===== config.mk =====
export PLATFORM = sky130hd
export DESIGN_NAME = axis_spm_config_writer
export DESIGN_NICKNAME = d
export VERILOG_FILES = /design/src/rtl/axis_spm_config_writer.sv
export SDC_FILE = /design/constraint.sdc
export NUM_CORES = 2
export LEC_CHECK = 0
export CAP_MARGIN = 0
export CORE_ASPECT_RATIO = 2
export CORE_MARGIN = 8
export CORE_UTILIZATION = 57
export CTS_BUF_LIST = sky130_fd_sc_hd__clkbuf_16
export CTS_CLUSTER_DIAMETER = 150
export CTS_CLUSTER_SIZE = 10
export DETAILED_ROUTE_END_ITERATION = 8
export HOLD_SLACK_MARGIN = 0.05
export MAX_ROUTING_LAYER = met4
export PLACE_DENSITY_LB_ADDON = 0.15
export REMOVE_ABC_BUFFERS = 1
export SYNTH_ARGS = -nofsm -noshare
export SYNTH_HDL_FRONTEND = slang
export SYNTH_SLANG_ARGS = --single-unit

===== constraint.sdc =====
create_clock -name a_clk -period 2.6 [get_ports a_clk]
set_input_delay 0.65 -clock a_clk [delete_from_list [all_inputs] [get_ports a_clk]]
set_output_delay 0.65 -clock a_clk [all_outputs]
set_load 0.01 [all_outputs]

===== src/rtl/axis_spm_config_writer.sv =====
// AXI-stream to SPM config bus initiator: assembles address+data frames into a
// wide shadow and commits them as a held config_addr pulse followed by an idle gap.
module axis_spm_config_writer #(
  parameter int unsigned CFG_WORDS   = 16,
  parameter int unsigned HOLD_CYCLES = 1,
  parameter logic [31:0] IDLE_ADDR   = 32'h0000_0000
) (
  input  logic                      a_clk,
  input  logic                      a_resetn,
  input  logic [31:0]               S_AXIS_CFG_tdata,
  input  logic                      S_AXIS_CFG_tvalid,
  output logic                      S_AXIS_CFG_tready,
  input  logic                      S_AXIS_CFG_tlast,
  output logic [31:0]               config_addr,
  output logic [32*CFG_WORDS-1:0]   config_data,
  output logic                      busy,
  output logic                      error,
  input  logic                      clear_error,
  output logic [31:0]               commit_count
);

  localparam int unsigned DATA_W = 32 * CFG_WORDS;
  localparam int unsigned IDX_W  = $clog2(CFG_WORDS + 1);
  localparam int unsigned HOLD_W = (HOLD_CYCLES > 1) ? $clog2(HOLD_CYCLES) : 1;

  typedef enum logic [1:0] {
    S_IDLE   = 2'd0,
    S_DATA   = 2'd1,
    S_COMMIT = 2'd2,
    S_GAP    = 2'd3
  } state_t;

  state_t              state_q, state_d;
  logic [31:0]         addr_q, addr_d;
  logic [DATA_W-1:0]   shadow_q, shadow_d;
  logic [IDX_W-1:0]    idx_q, idx_d;
  logic [HOLD_W-1:0]   hold_q, hold_d;
  logic                tready_q, tready_d;
  logic [31:0]         cfg_addr_q, cfg_addr_d;
  logic [DATA_W-1:0]   cfg_data_q, cfg_data_d;
  logic                busy_q, busy_d;
  logic                error_q, error_d;
  logic [31:0]         count_q, count_d;
  logic                err_set;
  logic                accept_c;

  assign accept_c = S_AXIS_CFG_tvalid & tready_q;

  // Next-state and registered-output logic
  always_comb begin
    state_d    = state_q;
    addr_d     = addr_q;
    shadow_d   = shadow_q;
    idx_d      = idx_q;
    hold_d     = hold_q;
    cfg_addr_d = cfg_addr_q;
    cfg_data_d = cfg_data_q;
    count_d    = count_q;
    err_set    = 1'b0;

    case (state_q)
      S_IDLE: begin
        if (accept_c) begin
          addr_d   = S_AXIS_CFG_tdata;
          shadow_d = '0;
          idx_d    = '0;
          if (!S_AXIS_CFG_tlast) begin
            state_d = S_DATA;
          end else if (S_AXIS_CFG_tdata != IDLE_ADDR) begin
            state_d    = S_COMMIT;
            cfg_addr_d = S_AXIS_CFG_tdata;
            cfg_data_d = '0;
            count_d    = count_q + 32'd1;
            hold_d     = HOLD_W'(HOLD_CYCLES - 1);
          end
        end
      end

      S_DATA: begin
        if (accept_c) begin
          if (idx_q < IDX_W'(CFG_WORDS)) begin
            for (int unsigned k = 0; k < CFG_WORDS; k++) begin
              if (idx_q == IDX_W'(k)) shadow_d[k*32 +: 32] = S_AXIS_CFG_tdata;
            end
            idx_d = idx_q + IDX_W'(1);
          end else begin
            err_set = 1'b1;
          end
          if (S_AXIS_CFG_tlast) begin
            if (addr_q == IDLE_ADDR) begin
              state_d = S_IDLE;
            end else begin
              // Address and payload launch on the same edge so data is stable under the pulse
              state_d    = S_COMMIT;
              cfg_addr_d = addr_q;
              cfg_data_d = shadow_d;
              count_d    = count_q + 32'd1;
              hold_d     = HOLD_W'(HOLD_CYCLES - 1);
            end
          end
        end
      end

      S_COMMIT: begin
        if (hold_q == '0) begin
          state_d    = S_GAP;
          cfg_addr_d = IDLE_ADDR;
        end else begin
          hold_d = hold_q - HOLD_W'(1);
        end
      end

      S_GAP: begin
        state_d = S_IDLE;
      end

      default: begin
        state_d    = S_IDLE;
        cfg_addr_d = IDLE_ADDR;
      end
    endcase

    tready_d = (state_d == S_IDLE) || (state_d == S_DATA);
    busy_d   = (state_d != S_IDLE);
    error_d  = clear_error ? 1'b0 : (error_q | err_set);
  end

  always_ff @(posedge a_clk or negedge a_resetn) begin
    if (!a_resetn) begin
      state_q    <= S_IDLE;
      addr_q     <= IDLE_ADDR;
      shadow_q   <= '0;
      idx_q      <= '0;
      hold_q     <= '0;
      tready_q   <= 1'b0;
      cfg_addr_q <= IDLE_ADDR;
      cfg_data_q <= '0;
      busy_q     <= 1'b0;
      error_q    <= 1'b0;
      count_q    <= '0;
    end else begin
      state_q    <= state_d;
      addr_q     <= addr_d;
      shadow_q   <= shadow_d;
      idx_q      <= idx_d;
      hold_q     <= hold_d;
      tready_q   <= tready_d;
      cfg_addr_q <= cfg_addr_d;
      cfg_data_q <= cfg_data_d;
      busy_q     <= busy_d;
      error_q    <= error_d;
      count_q    <= count_d;
    end
  end

  assign S_AXIS_CFG_tready = tready_q;
  assign config_addr       = cfg_addr_q;
  assign config_data       = cfg_data_q;
  assign busy              = busy_q;
  assign error             = error_q;
  assign commit_count      = count_q;

endmodule

**Yosys cells after proc, flatten, opt, wreduce, memory -nomap -nowiden**

Index checks and enable logic that the tools add are counted.

- Logic and storage cells: 125
- Output and inout port bits: 579
- Flip-flop bits (word level): 1131

- Equal/unequal tests: 27
- Bitwise logic cells: 2
- Magnitude comparators: 1
- Reduce and logical (&&, ||, !) cells: 15
- Add/subtract/negate cells: 3
- Mux-type cells: 66

Operator list:

| cell | count |
|---|---|
| $mux W512 | 9 |
| $pmux W512 S2 | 2 |
| $mux W32 | 29 |
| $pmux W32 S3 | 1 |
| $pmux W32 S2 | 1 |
| $eq A5 B4 Y1 const B | 8 |
| $add A32 B1 Y32 const B | 1 |
| $logic_not A32 Y1 | 1 |
| $reduce_bool A32 Y1 | 1 |
| $eq A5 B3 Y1 const B | 4 |
| $ne A2 B2 Y1 const B | 8 |
| $mux W5 | 3 |
| $mux W2 | 7 |
| $reduce_and A7 Y1 | 2 |
| $mux W1 | 11 |
| $eq A5 B2 Y1 const B | 2 |
| $pmux W5 S2 | 1 |
| $pmux W2 S4 | 1 |
| $reduce_and A8 Y1 | 1 |
| $add A5 B1 Y5 const B | 1 |
| $eq A5 B1 Y1 const B | 1 |
| $logic_not A5 Y1 | 1 |
| $lt A5 B5 Y1 const B | 1 |
| $eq A2 B1 Y1 const B | 2 |
| other kinds (12) | 15 |

**Depth between registers and ports, before layout**

- Depth in word-level cells: 7
- Mapped depth: 12
- Depth with buffers taken out: 7

**Least setup slack after synthesis**

No wires, ideal clock.

- Path kind: input-to-reg
- From: in S_AXIS_CFG_tdata[31]
- To: reg cfg_data_q[442] (netlist: config_data[442])
- Arrival: 2.300 ns
- Buffers on the path: 4
- Slack: 0.172 ns
- Stages on the path: 9
- Library setup time: 0.128 ns
- Cells stage by stage: clkbuf_1 -> nor4_1 -> nand4_1 -> o31ai_2 -> buf_2 -> nor2_2 -> buf_6 -> buf_2 -> mux2_1

- Word-level cells in the longest chain between the ends: 3

Ends and longest elaborated chain:

| item | line | RTL |
|---|---|---|
| start, declared | 10 | `input logic [31:0] S_AXIS_CFG_tdata,` |
| $reduce_bool A32 Y1 | 69 | `end else if (S_AXIS_CFG_tdata != IDLE_ADDR) begin` |
| $ne A2 B2 Y1 (no line) | n/a |  |
| $reduce_and A7 Y1 (no line) | n/a |  |
| end signal, assigned | 149 | `cfg_data_q <= cfg_data_d;` |
| end, declared | 40 | `logic [DATA_W-1:0] cfg_data_q, cfg_data_d;` |

Every way passes these cells.
A chain may end at the register's enable or synchronous reset.

**Worst setup path after layout**

- From: in S_AXIS_CFG_tdata[12]
- To: reg cfg_data_q[294] (netlist: config_data[294])

Same word-level chain as after synthesis.

==> impl_results.md <==
- Post-Route Setup TNS: 0 ns
- Sw Ratio: about two fifths
- Rows: between 150 and 200
- P_int: 41.5 mW
- Met1 wire length: 73600 um
- CP arrival: 3.18 ns
- Longest Clk Path Bufs: 3
- Die Ht: 450 um
- DRC: 0
- Gate Count Post-Synth: 5611
- Inserted Clock Buffers: 130
- Number of antenna violations at the first check in global routing: 1
- Remaining global-route overflow: 0
- I/O pin count: 616
- Worst vdd ir: 0.00189 V
- Routed Antenna Nets: 0
- Port bufs: 615
- Fin crit share: 99.0%
- Placed Cells incl. Taps: between 7000 and 8000
- Area leader, netlist: dfrtp_1
- Minimum clock period: ~2.6 ns
- Global-route usage over all layers: 36.6%
- Largest net degree at the start of global routing: 255
- Reg2reg start: state_q[0]
- Syn_area_per_cell: 9.57 um2
- Synth top area cells: dfrtp_1, o21ai_0, o41ai_1
- Clock slew at reported path FFs: 0.06 ns
- Final instance area: 0.0675 mm2
- Finished Core Util: around 72%
- Max Freq: 388 MHz
- Sequential element share of the synthesized area: 52.7%
- Setup violations, final: 0
- Power per cell area: 998 mW/mm2
- CP Max Fanout: 18
- Pwr Total: 67.3 mW
- Sw power: ~26 mW
- CTS tree: yes
- Area Growth Syn to Fin: 25.7%
- Synthesis warning total: 0
- Worst-Margin Slew: 1.43 ns
- Status: finished clean
- Clk pwr share: 24.3%
- CTS root buf: clkbuf_16
- Yosys top cell area share: 52.7%
- Die X-Extent: ~230 um
- Worst R2R Setup Slack: 0.09 ns
- DR vias/cell: 6.65
- #FFs+latches synth: 1130
- First-pass GRT wire length: 289000 um
- Fin nets: 6134
- CP Capture Type: register
- Post-Route WL: 193000 um
- Clock sink count: about 1100
- WHS: 0.433 ns
- DP Wirelength: 127000 um
- DIE AREA: 0.105 mm2
- Gpl congestion: 0.938
- Synth Cell Area: 0.0537 mm2
- Final non-filler cell total: 7305
- Vias post-DR: 48610
- Total leakage power: 29.1 nW
- Combinational share of power: between 30% and 40%
- Req. time, crit path: 3.21 ns
- Routed len/inst: roughly 26 um
- R2r worst-path depth: 9
- Placeable Area: approximately 0.094 mm2
- Maxcap violations: 0
- Sequential group share of total power: 36.9%
- Fin. max-slew vios: 0
- Crit path kind: input port to register
- Placed Area: ~0.064 mm2
- Top sig layer: met4
- Drt pass-1 iters: 6
- Worst Setup Start Kind: input port
- Reg2reg end: config_data[504]
- Initial core utilization: 57.3%
- Final Skew: about 0.025 ns
- Setup slack after layout: approximately 0.026 ns
- Later-pin clock latency in the skew report: 0.76 ns
- Unique masters post-synth: 45
- Fin. Hold Viols: 0
- Vias in the first global route: between 40000 and 50000
- DP Worst Slack: -1.23 ns
- Routed length on met3: 16100 um
- H-tree Lvls: 4
- Iter 0 DRT Violations: 5811
- Share of cells above drive strength 1: a little under an eighth
- Met2 WL: 89200 um
- HP Class: input port to async pin
- Worst rel slew slack: 4.83%
power by group through the flow:
stage	registers (mW)	logic, mW	clock network, mW
after global routing	25.2	28.1	17.1
after global placement	24.7	25.2	0
after floorplan	24.3	10.6	0
after CTS	24.7	25.9	16.5
final	24.8	26.2	16.3
after detailed placement	24.9	25.7	0
kinds of logic after synthesis:
kind of cell | count (synthesis) | share of synthesized area, %
compound gates | 2294 | 27.3
simple gates | 1136 | 8.44
flops | 1130 | 52.7
buf+inv | 733 | 5.33
mux | 277 | 5.51
xor+xnor | 31 | 0.506
fa+ha+maj | 10 | 0.233
cells in the final DEF (no fill, tap or decap), types with 99 or more instances in the layout:
| cell | Yosys | final |
|---|---|---|
| a21oi_1 | 388 | 387 |
| a22o_1 | 99 | 99 |
| a22oi_1 | 400 | 400 |
| buf_12 | 0 | 124 |
| buf_4 | 2 | 280 |
| clkbuf_16 | 0 | 142 |
| clkdlybuf4s50_1 | 0 | 608 |
| dfrtp_1 | 1130 | 1130 |
| mux2i_1 | 131 | 131 |
| nand2_1 | 733 | 719 |
| nor2_1 | 289 | 275 |
| o21ai_0 | 867 | 865 |
| o41ai_1 | 401 | 401 |
worst max-delay path by stage:
stage | start | to | slack, ns
2_1_floorplan | state_q[1] | config_data[442] | -59.74
3_3_place_gp | S_AXIS_CFG_tdata[11] | config_data[260] | -1.14
3_5_place_dp | S_AXIS_CFG_tdata[11] | config_data[95] | -1.23
4_1_cts | idx_q[0] | config_data[505] | 0.007
5_1_grt | S_AXIS_CFG_tdata[0] | config_data[179] | -0.02
6_report | S_AXIS_CFG_tdata[12] | config_data[294] | 0.03
repair_timing:
| action | CTS | global route |
|---|---|---|
| pin swaps | 1 | 6 |
| endpoints found under the hold margin | 16 | 0 |
| endpoints found under the setup margin | 578 | 446 |
| cloned | 1 | 4 |
| buffers inserted | 2 | 5 |
| resized for setup | 10 | 26 |
| hold buffers | 1 | 0 |
cells in the mapped netlist (all sizes together):
master / count
xor2: 29
clkbuf: 583
ha: 10
a21boi: 16
o22ai: 1
and2: 3
inv: 40
and4: 3
clkinv: 1
a22o: 99
mux2: 146
or4: 2
nand3: 13
nand2: 733
a31oi: 1
o21bai: 1
a21oi: 388
a21o: 1
nor4: 34
o21ai: 887
nor2: 290
nor3: 17
nand4: 24
a22oi: 400
mux2i: 131
nor2b: 10
o31ai: 97
and3: 3
xnor2: 2
or2: 1
or3: 3
dfrtp: 1130
a221oi: 1
o41ai: 401
buf: 109
a311oi: 1
sequential cells by signal, indices dropped and copies added, names as in the netlist, 2 cells and up:
register and cells:
shadow_q 512, idx_q 5, config_addr 32, addr_q 32, config_data 512, commit_count 32, state_q 2
layout make-up:
class / count / area, um2
sequential: 1130 / 28300
fill: 6747 / 26200
multi-input combinational: 3750 / 23000
timing repair buffer: 1034 / 11000
clock buffer: 139 / 3480
tap: 1207 / 1510
inverter: 41 / 161
clock inverter: 3 / 26.3
antenna: 1 / 2.50
routing by layer:
layer / up-vias / global-route usage [%]
li1: 21437 / -
met1: 23921 / 45.9
met2: 2671 / 55.3
met3: 581 / 6.41
met4: 0 / 21.5
met5: - / -
worst max-delay path: stages:
cell             delay, ns
clkdlybuf4s50_1       0.54
nor4_4                0.35
buf_4                 0.20
nand4_1               0.11
buf_4                 0.17
o31ai_4               0.30
buf_6                 0.20
buf_12                0.12
clkbuf_16             0.19
buf_4                 0.16
o21ai_0               0.08
o41ai_1               0.08
No activity file was read; power rests on OpenSTA's default activity.
